===== config.mk =====
export PLATFORM = sky130hd
export DESIGN_NAME = wb_port_arbiter
export DESIGN_NICKNAME = d
export VERILOG_FILES = /design/src/rtl/wb_arb_pkg.sv /design/src/rtl/wb_result_fifo.sv /design/src/rtl/wb_port_arbiter.sv
export SDC_FILE = /design/constraint.sdc
export NUM_CORES = 1
export LEC_CHECK = 0
export CORE_MARGIN = 4
export CORE_UTILIZATION = 41
export DETAILED_ROUTE_END_ITERATION = 10
export PLACE_DENSITY_LB_ADDON = 0.1
export SLEW_MARGIN = 0
export SYNTH_ARGS = -nofsm -noshare
export SYNTH_HDL_FRONTEND = slang
export SYNTH_HIERARCHICAL = 1
export SYNTH_SLANG_ARGS = --single-unit

===== constraint.sdc =====
create_clock -name clk -period 4.1 [get_ports clk]
set_input_delay 0.41 -clock clk [delete_from_list [all_inputs] [get_ports clk]]
set_output_delay 0.41 -clock clk [all_outputs]
set_load 0.02 [all_outputs]

===== src/rtl/wb_arb_pkg.sv =====
// Shared types and constants for the register-file write-port arbiter.
// The entry struct carries one buffered mul/div result: destination and data.
package wb_arb_pkg;

  localparam int unsigned DEFAULT_DATA_W = 32;
  localparam int unsigned DEFAULT_ADDR_W = 5;
  localparam int unsigned REG_ZERO       = 0;

  typedef struct packed {
    logic [DEFAULT_ADDR_W-1:0] addr;
    logic [DEFAULT_DATA_W-1:0] data;
  } wb_entry_t;

endpackage


===== src/rtl/wb_result_fifo.sv =====
// Small synchronous FIFO holding mul/div results awaiting a free write slot.
// Exposes every slot plus its valid bit so the owner can build a busy mask.
module wb_result_fifo
  import wb_arb_pkg::*;
#(
  parameter int unsigned DEPTH   = 2,
  parameter type         entry_t = wb_entry_t
) (
  input  logic             clk,
  input  logic             rst,
  input  logic             push,
  input  entry_t           push_entry,
  input  logic             pop,
  output logic             full,
  output logic             empty,
  output entry_t           head,
  output entry_t           entries [DEPTH],
  output logic [DEPTH-1:0] entry_valid
);

  localparam int unsigned PW = $clog2(DEPTH);

  entry_t        mem [DEPTH];
  logic [PW-1:0] wr_ptr;
  logic [PW-1:0] rd_ptr;
  logic [PW:0]   count;

  assign full    = (count == (PW+1)'(DEPTH));
  assign empty   = (count == '0);
  assign head    = mem[rd_ptr];
  assign entries = mem;

  // A slot is live when its distance from the read pointer is below occupancy.
  always_comb begin
    entry_valid = '0;
    for (int i = 0; i < DEPTH; i++) begin
      logic [PW-1:0] off;
      off = PW'(i) - rd_ptr;
      entry_valid[i] = ({1'b0, off} < count);
    end
  end

  always_ff @(posedge clk) begin
    if (rst) begin
      wr_ptr <= '0;
      rd_ptr <= '0;
      count  <= '0;
    end else begin
      if (push) begin
        mem[wr_ptr] <= push_entry;
        wr_ptr      <= wr_ptr + 1'b1;
      end
      if (pop) begin
        rd_ptr <= rd_ptr + 1'b1;
      end
      if (push && !pop) begin
        count <= count + 1'b1;
      end else if (pop && !push) begin
        count <= count - 1'b1;
      end
    end
  end

endmodule


===== src/rtl/wb_port_arbiter.sv =====
// Arbitrates the single register-file write port between pipeline writeback
// (always wins) and buffered mul/div results drained into idle slots.
module wb_port_arbiter
  import wb_arb_pkg::*;
#(
  parameter int unsigned DATA_W       = DEFAULT_DATA_W,
  parameter int unsigned ADDR_W       = DEFAULT_ADDR_W,
  parameter int unsigned DEPTH        = 2,
  parameter int unsigned STARVE_LIMIT = 4
) (
  input  logic                 clk,
  input  logic                 rst,
  input  logic                 wb_valid,
  input  logic [ADDR_W-1:0]    wb_addr,
  input  logic [DATA_W-1:0]    wb_data,
  input  logic                 md_valid,
  input  logic [ADDR_W-1:0]    md_addr,
  input  logic [DATA_W-1:0]    md_data,
  output logic                 md_ready,
  output logic                 rf_we,
  output logic [ADDR_W-1:0]    rf_waddr,
  output logic [DATA_W-1:0]    rf_wdata,
  output logic                 pipe_stall,
  output logic [2**ADDR_W-1:0] busy_mask
);

  localparam int unsigned AGE_W = $clog2(STARVE_LIMIT + 1);

  typedef struct packed {
    logic [ADDR_W-1:0] addr;
    logic [DATA_W-1:0] data;
  } entry_t;

  logic             full;
  logic             empty;
  entry_t           head;
  entry_t           entries [DEPTH];
  logic [DEPTH-1:0] entry_valid;
  logic             wb_take;
  logic             push;
  logic             pop;
  logic [AGE_W-1:0] age;

  // md handshake: a result transfers on any cycle with md_valid && md_ready;
  // md_ready depends only on start-of-cycle occupancy, never on md_valid.
  // Transfers to r0 complete but are dropped instead of enqueued.
  assign md_ready = !rst && !full;
  assign push     = md_valid && md_ready && (md_addr != ADDR_W'(REG_ZERO));

  // A pipeline write to r0 is a no-op, so it leaves the port free for the FIFO.
  assign wb_take = wb_valid && (wb_addr != ADDR_W'(REG_ZERO));
  assign pop     = !rst && !wb_take && !empty;

  assign rf_we    = !rst && (wb_take || !empty);
  assign rf_waddr = wb_take ? wb_addr : head.addr;
  assign rf_wdata = wb_take ? wb_data : head.data;

  assign pipe_stall = !rst && ((age >= AGE_W'(STARVE_LIMIT)) || (full && md_valid));

  always_comb begin
    busy_mask = '0;
    if (!rst) begin
      for (int i = 0; i < DEPTH; i++) begin
        if (entry_valid[i]) begin
          busy_mask[entries[i].addr] = 1'b1;
        end
      end
    end
  end

  // Age tracks how long the current head has been denied the port.
  always_ff @(posedge clk) begin
    if (rst || empty || pop) begin
      age <= '0;
    end else if (age < AGE_W'(STARVE_LIMIT)) begin
      age <= age + 1'b1;
    end
  end

  wb_result_fifo #(
    .DEPTH   (DEPTH),
    .entry_t (entry_t)
  ) u_fifo (
    .clk         (clk),
    .rst         (rst),
    .push        (push),
    .push_entry  ('{addr: md_addr, data: md_data}),
    .pop         (pop),
    .full        (full),
    .empty       (empty),
    .head        (head),
    .entries     (entries),
    .entry_valid (entry_valid)
  );

endmodule


# Word level (Yosys, flattened, before mapping)
# Index checks and enable logic that the tools add are counted.
word_totals:
  regBits: 81
  elab_cells: 78
  out_inout_bits: 72
  inputBits: 78
op_classes:
  eq_ne: 1
  mux: 18
  reduce_logical: 29
  bitwise_logic: 4
  n_addsub: 7
  order_cmp: 11
ops:
  columns: ["cell", "n"]
  rows:
  - ["$mux W32", 5]
  - ["$mux W37", 4]
  - ["$bwmux W74", 1]
  - ["$demux W37 S1", 1]
  - ["$or A32 B32 Y32", 1]
  - ["$logic_and A1 B1 Y1", 14]
  - ["$lt A5 B6 Y1 const B", 2]
  - ["$demux W1 S5", 2]
  - ["$ge A5 B1 Y1 const B", 2]
  - ["$reduce_bool A5 Y1", 2]
  - ["$logic_not A1 Y1", 6]
  - ["$mux W5", 1]
  - ["$ge A2 B2 Y1 const B", 2]
  - ["$logic_or A1 B1 Y1", 4]
  - ["$lt A1 B2 Y1", 2]
  - ["$mux W2", 2]
  - ["$not A1 Y2", 2]
  - ["$add A3 B1 Y3 const B", 1]
  - ["$ge A3 B3 Y1 const B", 1]
  - ["$lt A3 B3 Y1 const B", 1]
  - ["$add A1 B1 Y1 const B", 2]
  - ["$add A2 B1 Y2 const B", 1]
  - ["$eq A2 B2 Y1 const B", 1]
  - ["$logic_not A2 Y1", 1]
  - ["7 further kinds", 9]

# Depth between registers and ports, before layout
# Gate-level depths: netlist of run 1.
logic_depth:
  ltp_word: 9
  ltp_mapped: 9
  mapped_depth_nobuf: 8

# Cells and area by module
# Netlist of run 1, hierarchy kept.
by_module_without_submodules:
  columns: ["module", "area_each_um2", "seq_area_each_um2", "n_inst", "cells_per_inst"]
  rows:
  - ["wb_result_fifo", 2867.8, 2302.2, 1, 138]
  - ["wb_port_arbiter", 1243.7, 60.1, 1, 163]

# Least setup slack after synthesis of run 1
# Ideal clock, no wire load.
synth_path:
  path_kind: "register to register"
  startpoint: "reg u_fifo.count[0]"
  endpoint: "reg u_fifo.mem, in the netlist u_fifo/entries[37], enable pin"
  arrival_ps: 4080
  t_required_ps: 3615
  stages_incl_launch_ff: 6
  setup_time_ps: 485
  period_less_slack_ps: 4565
  path_buffers: 0
  slack_ps: -465
  cell_sequence: "dfxtp_1 -> and2b_2 -> nor2_1 -> nand2_1 -> a21oi_1 -> nor3b_1"
synth_between:
  elab_chain_len: 6
synth_rtl:
  columns: ["element", "line", "source"]
  rows:
  - ["start: declaration", "wb_result_fifo.sv:26", "logic [PW:0] count;"]
  - ["start signal: assignment", "wb_result_fifo.sv:57", "count <= count + 1'b1;"]
  - ["start signal: assignment", "wb_result_fifo.sv:59", "count <= count - 1'b1;"]
  - ["$eq A2 B2 Y1", "wb_result_fifo.sv:28", "assign full = (count == (PW+1)'(DEPTH));"]
  - ["net full", "wb_port_arbiter.sv:34", "logic full;"]
  - ["$logic_not A1 Y1", "wb_port_arbiter.sv:47", "assign md_ready = !rst && !full;"]
  - ["$logic_and A1 B1 Y1", "wb_port_arbiter.sv:47", null]
  - ["net md_ready", "wb_port_arbiter.sv:19", "output logic md_ready,"]
  - ["$logic_and A1 B1 Y1 (2 in series)", "wb_port_arbiter.sv:48", "assign push = md_valid && md_ready && (md_addr != ADDR_W'(REG_ZERO));"]
  - ["net push", "wb_port_arbiter.sv:40", "logic push;"]
  - ["$reduce_and A2 Y1 (no source line)", null, null]
  - ["end signal: indexed assignment", "wb_result_fifo.sv:50", "mem[wr_ptr] <= push_entry;"]
  - ["end: declaration", "wb_result_fifo.sv:23", "entry_t mem [DEPTH];"]
# The timed path passes the listed nets, and every way through them passes these cells.
# A chain may end at the register's enable or synchronous reset.

# Worst setup path after layout of run 1
layout_path:
  startpoint: "in wb_addr[1]"
  endpoint: "out rf_wdata[16]"
layout_between:
  elab_chain_len: 3
layout_rtl:
  columns: ["element", "line", "source"]
  rows:
  - ["start: declaration", "wb_port_arbiter.sv:14", "input logic [ADDR_W-1:0] wb_addr,"]
  - ["$reduce_bool A5 Y1", "wb_port_arbiter.sv:51", "assign wb_take = wb_valid && (wb_addr != ADDR_W'(REG_ZERO));"]
  - ["$logic_and A1 B1 Y1", "wb_port_arbiter.sv:51", null]
  - ["$mux W32", "wb_port_arbiter.sv:56", "assign rf_wdata = wb_take ? wb_data : head.data;"]
  - ["end: declaration", "wb_port_arbiter.sv:22", "output logic [DATA_W-1:0] rf_wdata,"]
# Every way passes these cells.

==> impl_metrics.env, run 1 <==
export IMPL_cts_setup_buffers=0
export IMPL_synthTopCellsByArea="edfxtp_1 54%, mux2_2 18%, a22oi_1 5.8%"
export IMPL_tightest_slew_ps=900.8
export IMPL_io_buffers=149
export IMPL_cts_buffer_depth=2
export IMPL_grt_max_degree=45
export IMPL_clock_sinks=81
export IMPL_drv_slew=0
export IMPL_dpl_hpwl_mm=6.661
export IMPL_vias=3012
export IMPL_ctsResizeCount=0
export IMPL_path_max_fanout=42
export IMPL_postCtsHoldBufs=0
export IMPL_htree_levels=3
export IMPL_synth_cells=301
export IMPL_multiInputGateArea_sq_um=1644
export IMPL_synth_edff_count=74
export IMPL_clk_pin_slew_ps=90
export IMPL_clock_fmax_ghz=0.2989
export IMPL_tritoncts="built"
export IMPL_end_kind="primary output"
export IMPL_core_area_sq_um=9774
export IMPL_root_buffer="clkbuf_8"
export IMPL_ioPinCount=150
export IMPL_final_core_util_pct=60.80
export IMPL_first_iter_violations=111
export IMPL_p_per_area_nw_per_um2=340.1
export IMPL_wl_per_cell_microns=15.79
export IMPL_clk_latency_ps=350
export IMPL_crit_chain="clkdlybuf4s50_1, or4_4, o21ai_4, buf_4, mux2_2, clkdlybuf4s50_1"
export IMPL_rows=36
export IMPL_grt_pass1_wl_mm=14.60
export IMPL_synth_ff_latch_count=81
export IMPL_worstSetupPathType="input port to primary output"
export IMPL_grt_antenna_before_repair=0
export IMPL_vdd_ir_drop_max_v=0.0001674
export IMPL_required_ps=3690
export IMPL_clock_power_share_pct=30.8
export IMPL_slowest_delay_ps=560
export IMPL_async_flop_share_pct=0
export IMPL_die_width_microns=108.1
export IMPL_ys_seq_area_share_pct=57.46
export IMPL_fin_crit_sh_pct=81.61
export IMPL_p_switching_mw=0.5416
export IMPL_status="completed"
export IMPL_fin_worst_skew_ps=12.04
export IMPL_power_frac_seq_pct=47.3
export IMPL_cts_buffers=9
export IMPL_die_area_sq_um=11690
export IMPL_register_area_sq_um=2364
export IMPL_track_usage_pct=15.98
export IMPL_wl_met1_mm=3.880
export IMPL_hold_class="flop to flop"
export IMPL_area_growth_pct=44.55
export IMPL_firstDrtPassIters=5
export IMPL_crit_slowest_cell="or4_4"
export IMPL_met2_length_mm=4.411
export IMPL_drc=0
export IMPL_hold_viol=0
export IMPL_top_layer="met4"
export IMPL_cp_start_kind="input port"
export IMPL_antenna_cells=0
export IMPL_nets=528
export IMPL_rsz0062_at_grt="false"
export IMPL_syn_nets=382
export IMPL_synth_largest_area_cell="edfxtp_1"
export IMPL_worst_path_most_repeated_cell="clkdlybuf4s50_1"
export IMPL_synth_cell_types=29
export IMPL_worstPathArrival_ps=2940
export IMPL_ys_flop_type="edfxtp_1"
export IMPL_leakage_nw=2.008
export IMPL_viasPerCell=5.149
export IMPL_cap_violations=0
export IMPL_yosys_warnings=6
export IMPL_drive_above_1_share_pct=21.46
export IMPL_fin_crit_ps=3346
export IMPL_initial_core_util_pct=42.06
export IMPL_synth_area_sq_um=4111
export IMPL_p_comb_share_pct=21.9
export IMPL_gp_routability_congestion=0.7512
export IMPL_syn_area_per_cell_sq_um=13.66
export IMPL_drt_antenna_violating_nets=0
export IMPL_p_int_mw=1.480
export IMPL_switching_share_pct=26.79
export IMPL_p_total_mw=2.021
export IMPL_grt_overflow=0
export IMPL_setup_viol=0
export IMPL_wl_met3_microns=856
export IMPL_r2r_setup_slack_ps=1580
export IMPL_finalSetupTns_ps=0
export IMPL_first_global_vias=3046
export IMPL_relSlewSlack_pct=39.94
export IMPL_routed_wirelength_mm=9.238
export IMPL_die_h_microns=108.1
export IMPL_fillers=809
export IMPL_synth_top_cell_area_share_pct=54.05
[state kept, by name (all words and copies together) (netlist names)]
signal / cells
u_fifo/entries: 74
u_fifo/count: 2
u_fifo/wr_ptr: 1
u_fifo/rd_ptr: 1
age: 3
[cells in the mapped netlist, drive strengths merged (4+ instances only)]
cell and count:
edfxtp 74, mux2 69, nor2 40, a22oi 32
and3b 11, clkbuf 10, nor3b 10, buf 8
dfxtp 7, a22o 5, a21oi 4, and3 4
inv 4
[critical path, delay by kind of cell]
| kind | cells | cell delay [ps] |
|---|---|---|
| AO/OA/AOI/OAI | 1 | 130 |
| multiplexers | 1 | 400 |
| buffers and inverters | 3 | 1420 |
| AND/OR/NAND/NOR | 1 | 560 |
[cell families after synthesis]
family,after synthesis,synth area share [%]
compound gates,45,8.338
xor+xnor,5,1.065
fa+ha+maj,3,0.9131
buf+inv,22,2.861
flops,81,57.46
mux,70,19.14
simple gates,75,10.22
[stage by stage]
stage                     instance area [sq um]  worst slack [ps]  cells  hold WS [ps]
after floorplan                            4116             842.9    301         479.1
after CTS                                  5943             724.0    585         544.3
after global routing                       5943             633.4    585         576.2
after global placement                     5723             785.2    569         524.1
final                                      5943             753.8    585         540.9
after detailed placement                   5723             737.2    569         529.6
[per-layer routing]
layer | vias up | GRT usage, %
met3 | 7 | 4.537
met2 | 132 | 27.04
met5 | - | 0
met1 | 1420 | 19.63
li1 | 1453 | -
met4 | 0 | 5.500
[cells in the final DEF (no fill, tap or decap), types with 5 or more instances in the layout]
cell type / n
clkbuf_8: 9
mux2_2: 67
dfxtp_1: 6
clkdlybuf4s50_1: 149
edfxtp_1: 74
nor3b_1: 7
and3b_1: 10
a22o_1: 5
nor2_1: 40
a22oi_1: 32
[area by class of cell]
type | instances | area share, %
sequential | 81 | 39.77
clock buffer | 9 | 2.084
timing repair buffer | 153 | 25.81
multi-input combinational | 198 | 27.66
inverter | 4 | 0.2526
clock inverter | 7 | 1.621
tap | 133 | 2.800
[power by group through the flow]
stage | clock, mW | sequential [mW] | combinational (mW)
after floorplan | 0 | 0.966 | 0.252
after global placement | 0 | 0.974 | 0.441
after detailed placement | 0 | 0.975 | 0.445
after CTS | 0.648 | 0.956 | 0.448
after global routing | 0.683 | 0.961 | 0.476
final | 0.623 | 0.956 | 0.442
[path summary, 6_finish.rpt]
path                             endpoint  depth (start not counted)                    startpoint
max                          rf_wdata[16]                          6                    wb_addr[1]
min reg2reg  u_fifo/count[1]$_SDFFE_PP0P_                          2  u_fifo/count[1]$_SDFFE_PP0P_
min          u_fifo/count[1]$_SDFFE_PP0P_                          2  u_fifo/count[1]$_SDFFE_PP0P_
max reg2reg  u_fifo/entries[48]$_DFFE_PP_                          6  u_fifo/count[0]$_SDFFE_PP0P_
Power figures use the tool's default switching activity.
==> inputs of run 2 (changes only) <==
--- a/config.mk
+++ b/config.mk
@@ -6,7 +6,7 @@
 export NUM_CORES = 1
 export LEC_CHECK = 0
 export CORE_MARGIN = 4
-export CORE_UTILIZATION = 41
+export CORE_UTILIZATION = 45
 export DETAILED_ROUTE_END_ITERATION = 10
 export PLACE_DENSITY_LB_ADDON = 0.1
 export SLEW_MARGIN = 0
==> constraint.sdc (replaced) <==
create_clock -name clk -period 3.2 [get_ports clk]
set_input_delay 0.32 -clock clk [delete_from_list [all_inputs] [get_ports clk]]
set_output_delay 0.32 -clock clk [all_outputs]
set_load 0.02 [all_outputs]
==> run 2 against run 1 <==
  * Sequential share of layout area is 0.059 points lower
  * Sequential power is 28% higher
  * First-iteration DRC count is 41% higher
  * Die area is 8.2% lower
  * Combinational power is 32% higher
  * Global-route usage is 1.8 points higher
  * Cell count is 3.9% lower
  * Power is 28% higher
  * Flip-flop and latch count stayed put
  * Routed wire length is 4.2% higher
  * Critical endpoint is now rf_wdata[26]
==> impl_metrics.env, run 2 (same netlist as run 1, synthesis figures left out) <==
export IMPL_status="completed"
export IMPL_wl_per_cell_microns=17.14
export IMPL_end_kind="primary output"
export IMPL_clk_latency_ps=340
export IMPL_antenna_cells=0
export IMPL_p_per_area_nw_per_um2=435.1
export IMPL_clock_sinks=81
export IMPL_gp_routability_congestion=0.8810
export IMPL_cts_buffer_depth=2
export IMPL_vdd_ir_drop_max_v=0.0002235
export IMPL_cts_buffers=9
export IMPL_ioPinCount=150
export IMPL_routed_wirelength_mm=9.630
export IMPL_die_width_microns=103.6
export IMPL_grt_antenna_before_repair=0
export IMPL_clk_pin_slew_ps=80
export IMPL_layout_setup_ws_ps=149.4
export IMPL_hold_viol=0
export IMPL_hold_class="input port to flop"
export IMPL_viasPerCell=5.457
export IMPL_fillers=681
export IMPL_fin_crit_ps=3051
export IMPL_setup_viol=0
export IMPL_drive_above_1_share_pct=21.81
export IMPL_stdcell_count=562
export IMPL_place_inst=548
export IMPL_cp_start_kind="input port"
export IMPL_core_area_sq_um=8806
export IMPL_first_global_vias=3216
export IMPL_switching_share_pct=24.78
export IMPL_nets=532
export IMPL_required_ps=2880
export IMPL_drt_antenna_violating_nets=0
export IMPL_grt_max_degree=45
export IMPL_relSlewSlack_pct=62.19
export IMPL_drc=0
export IMPL_clock_fmax_ghz=0.3278
export IMPL_ctsResizeCount=0
export IMPL_fin_crit_sh_pct=95.33
export IMPL_whs_ps=555.5
export IMPL_initial_core_util_pct=46.69
export IMPL_crit_path_start="wb_addr[2]"
export IMPL_grt_pass1_wl_mm=15.57
export IMPL_finalSetupTns_ps=0
export IMPL_first_iter_violations=157
export IMPL_worstPathArrival_ps=2730
export IMPL_area_growth_pct=44.77
export IMPL_final_common_cell="clkdlybuf4s50_1"
export IMPL_track_usage_pct=17.79
export IMPL_final_core_util_pct=67.59
export IMPL_path_max_fanout=17
export IMPL_die_area_sq_um=10730
export IMPL_dpl_hpwl_mm=7.160
export IMPL_root_buffer="clkbuf_8"
export IMPL_firstDrtPassIters=4
export IMPL_io_buffers=149
export IMPL_grt_overflow=0
export IMPL_htree_levels=3
export IMPL_cts_setup_buffers=0
export IMPL_rsz0062_at_grt="false"
export IMPL_tightest_slew_ps=564.6
export IMPL_postCtsHoldBufs=0
export IMPL_power_frac_seq_pct=47.2
export IMPL_rows=34
export IMPL_cap_violations=0
export IMPL_vias=3067
export IMPL_die_h_microns=103.6
export IMPL_tritoncts="built"
export IMPL_p_int_mw=1.948
export IMPL_regToRegStartpoint="u_fifo/count[0]$_SDFFE_PP0P_"
export IMPL_fin_worst_skew_ps=9.186
export IMPL_leakage_nw=2.030
export IMPL_place_ws_ps=150.8
export IMPL_largest_register_ff_count=74
export IMPL_clock_power_share_pct=30.3
export IMPL_final_cell_mix="149 x clkdlybuf4s50_1, 74 x edfxtp_1, 67 x mux2_2, 40 x nor2_1, 32 x a22oi_1"
export IMPL_drv_slew=0
export IMPL_worstHoldStart="md_data[4]"
export IMPL_worstSetupPathType="input port to primary output"
export IMPL_p_switching_mw=0.6417
export IMPL_p_comb_share_pct=22.5
==> run 2: power groups by stage <==
| stage | Combinational, mW | Sequential (mW) | Clock [mW] |
|---|---|---|---|
| after global routing | 0.622 | 1.23 | 0.855 |
| after floorplan | 0.324 | 1.24 | 0 |
| after detailed placement | 0.583 | 1.25 | 0 |
| after CTS | 0.587 | 1.22 | 0.808 |
| final | 0.582 | 1.22 | 0.786 |
| after global placement | 0.574 | 1.24 | 0 |
==> run 2: worst max-delay path, stage by stage <==
cell	delay, ps
clkdlybuf4s50_1	460
or4_4	550
o21ai_4	280
buf_12	200
mux2_2	350
clkdlybuf4s50_1	560
==> run 2: layer usage <==
metal	global-route usage (%)	routed length (microns)	vias up
met5	0	0	-
met4	4.748	85	0
met3	5.535	818	7
met2	32.10	4951	157
met1	20.45	3775	1446
li1	-	-	1457
==> run 2: through the flow <==
step / power (mW) / cell area [sq um]
after floorplan: 1.562 / 4123
final: 2.589 / 5952
after global placement: 1.818 / 5747
after detailed placement: 1.829 / 5747
after global routing: 2.705 / 5952
after CTS: 2.618 / 5952
==> run 2: final cells by class <==
class	count	area (sq um)	share of cell area, %
Sequential cell	81	2364	39.71
Multi-Input combinational cell	198	1644	27.62
Timing Repair Buffer	157	1589	26.70
Tap cell	108	135.1	2.270
Clock buffer	9	123.9	2.081
Clock inverter	5	81.33	1.366
Inverter	4	15.01	0.2523
==> run 2: worst paths after layout <==
kind / end / slack (ps) / cells past startpoint
max: rf_wdata[26] / 150 / 6
min: u_fifo/entries[4]$_DFFE_PP_ / 560 / 1
max reg2reg: u_fifo/entries[17]$_DFFE_PP_ / 1010 / 6
min reg2reg: age[1]$_SDFFE_PP0N_ / 560 / 2
==> inputs of run 3 (changes only) <==
--- a/config.mk
+++ b/config.mk
@@ -9,6 +9,7 @@
 export CORE_UTILIZATION = 45
 export DETAILED_ROUTE_END_ITERATION = 10
 export PLACE_DENSITY_LB_ADDON = 0.1
+export REMOVE_ABC_BUFFERS = 1
 export SLEW_MARGIN = 0
 export SYNTH_ARGS = -nofsm -noshare
 export SYNTH_HDL_FRONTEND = slang
==> run 3 against run 2 <==
  * Register-to-register slack worse by 70 ps
  * First-iteration DRC count rose by 12%
  * Clock skew fell by 1.1 ps
  * Via count increased by 0.42%
  * Highest routed layer unchanged
  * Count of clock-buffer cells in the layout unchanged
  * Flip-flop and latch count is the same
  * Global-route usage hardly changed
==> impl_metrics.env, run 3 (same netlist as run 1, synthesis figures left out) <==
export IMPL_place_area_sq_um=5736
export IMPL_cp_start_kind="input port"
export IMPL_p_int_mw=1.946
export IMPL_area_growth_pct=44.55
export IMPL_slowest_delay_ps=560
export IMPL_switching_share_pct=24.33
export IMPL_final_cell_mix="149 x clkdlybuf4s50_1, 74 x edfxtp_1, 67 x mux2_2, 40 x nor2_1, 32 x a22oi_1"
export IMPL_first_iter_violations=176
export IMPL_fin_crit_sh_pct=92.37
export IMPL_die_area_sq_um=10730
export IMPL_hold_viol=0
export IMPL_worstHoldStart="age[2]$_SDFFE_PP0N_"
export IMPL_drc=0
export IMPL_worstPathArrival_ps=2640
export IMPL_final_common_cell="clkdlybuf4s50_1"
export IMPL_final_core_util_pct=67.49
export IMPL_rsz0062_at_grt="false"
export IMPL_path_max_fanout=34
export IMPL_cap_violations=0
export IMPL_dpl_hpwl_mm=7.184
export IMPL_drive_above_1_share_pct=21.71
export IMPL_grt_antenna_before_repair=0
export IMPL_fillers=694
export IMPL_crit_slowest_cell="or4_4"
export IMPL_ff2ff_path_depth=6
export IMPL_routed_wirelength_mm=9.686
export IMPL_cts_setup_buffers=0
export IMPL_whs_ps=554.0
export IMPL_grt_overflow=0
export IMPL_tightest_slew_ps=600.0
export IMPL_nets=533
export IMPL_end_kind="primary output"
export IMPL_relSlewSlack_pct=59.82
export IMPL_vdd_ir_drop_max_v=0.0002930
export IMPL_setup_viol=0
export IMPL_fin_crit_ps=2956
export IMPL_wl_per_cell_microns=17.17
export IMPL_initial_core_util_pct=46.69
export IMPL_antenna_cells=0
export IMPL_p_switching_mw=0.6257
export IMPL_regToRegStartpoint="u_fifo/count[0]$_SDFFE_PP0P_"
export IMPL_power_frac_seq_pct=47.8
export IMPL_grt_max_degree=35
export IMPL_place_ws_ps=146.1
export IMPL_fin_worst_skew_ps=8.071
export IMPL_postCtsHoldBufs=0
export IMPL_root_buffer="clkbuf_8"
export IMPL_ioPinCount=150
export IMPL_clock_sinks=81
export IMPL_track_usage_pct=17.77
export IMPL_status="completed"
export IMPL_gp_routability_congestion=0.7738
export IMPL_clk_latency_ps=330
export IMPL_die_h_microns=103.6
export IMPL_p_per_area_nw_per_um2=432.8
export IMPL_clock_power_share_pct=29.8
export IMPL_crit_path_start="wb_addr[1]"
export IMPL_multiInputGateArea_sq_um=1638
export IMPL_required_ps=2880
export IMPL_hold_depth=2
export IMPL_io_buffers=149
export IMPL_crit_chain="clkdlybuf4s50_1, or4_4, o21ai_4, buf_12, mux2_2, clkdlybuf4s50_1"
export IMPL_drt_antenna_violating_nets=0
export IMPL_postLayoutCellArea_sq_um=5943
export IMPL_grt_pass1_wl_mm=15.51
export IMPL_rows=34
export IMPL_leakage_nw=2.029
export IMPL_viasPerCell=5.461
export IMPL_drv_slew=0
export IMPL_die_width_microns=103.6
export IMPL_core_area_sq_um=8806
export IMPL_worstSetupPathType="input port to primary output"
export IMPL_ctsResizeCount=0
export IMPL_p_comb_share_pct=22.4
export IMPL_cts_buffers=9
export IMPL_clock_fmax_ghz=0.3383
export IMPL_worst_path_most_repeated_cell="clkdlybuf4s50_1"
export IMPL_largest_register_ff_count=74
export IMPL_register_area_sq_um=2364
export IMPL_firstDrtPassIters=4
export IMPL_htree_levels=3
export IMPL_clk_pin_slew_ps=80
export IMPL_tritoncts="built"
export IMPL_first_global_vias=3119
export IMPL_vias=3080
export IMPL_hold_class="flop to flop"
export IMPL_cts_buffer_depth=2
export IMPL_layout_setup_ws_ps=244.2
==> run 3: metal layers <==
layer	track usage (%)	wire length [microns]
met4	5.318	102
met2	28.83	4708
met3	4.664	762
met5	0	0
met1	23.58	4113
==> run 3: cell type report <==
| type | instances | area share (%) |
|---|---|---|
| well taps | 108 | 2.274 |
| multi-input cells | 198 | 27.56 |
| clock buffers | 9 | 2.084 |
| inverters | 4 | 0.2526 |
| repair buffers | 158 | 26.65 |
| flip-flops and latches | 81 | 39.77 |
| clock inverters | 6 | 1.411 |
==> run 3: through the flow <==
step / power [mW] / TNS, ps / std cells
floorplan: 1.542 / -50510 / 283
global placement: 1.813 / 0 / 549
detailed placement: 1.828 / 0 / 549
CTS: 2.601 / 0 / 564
global route: 2.692 / 0 / 564
finish: 2.572 / 0 / 564
==> run 3: critical path: cells and delay by family <==
kind / cells / cell delay (ps)
simple gates: 1 / 560
mux: 1 / 350
compound gates: 1 / 180
buf+inv: 3 / 1210
==> run 3: power groups by stage <==
stage | Sequential, mW | Clock (mW) | Combinational [mW]
3_5_place_dp | 1.25 | 0 | 0.575
2_1_floorplan | 1.25 | 0 | 0.289
4_1_cts | 1.23 | 0.791 | 0.580
6_report | 1.23 | 0.767 | 0.576
5_1_grt | 1.23 | 0.842 | 0.616
3_3_place_gp | 1.25 | 0 | 0.563
==> run 3: worst paths after layout <==
| kind | to | slack [ps] |
|---|---|---|
| max | rf_wdata[25] | 240 |
| min | age[2]$_SDFFE_PP0N_ | 550 |
| max reg2reg | u_fifo/entries[26]$_DFFE_PP_ | 940 |
| min reg2reg | age[2]$_SDFFE_PP0N_ | 550 |
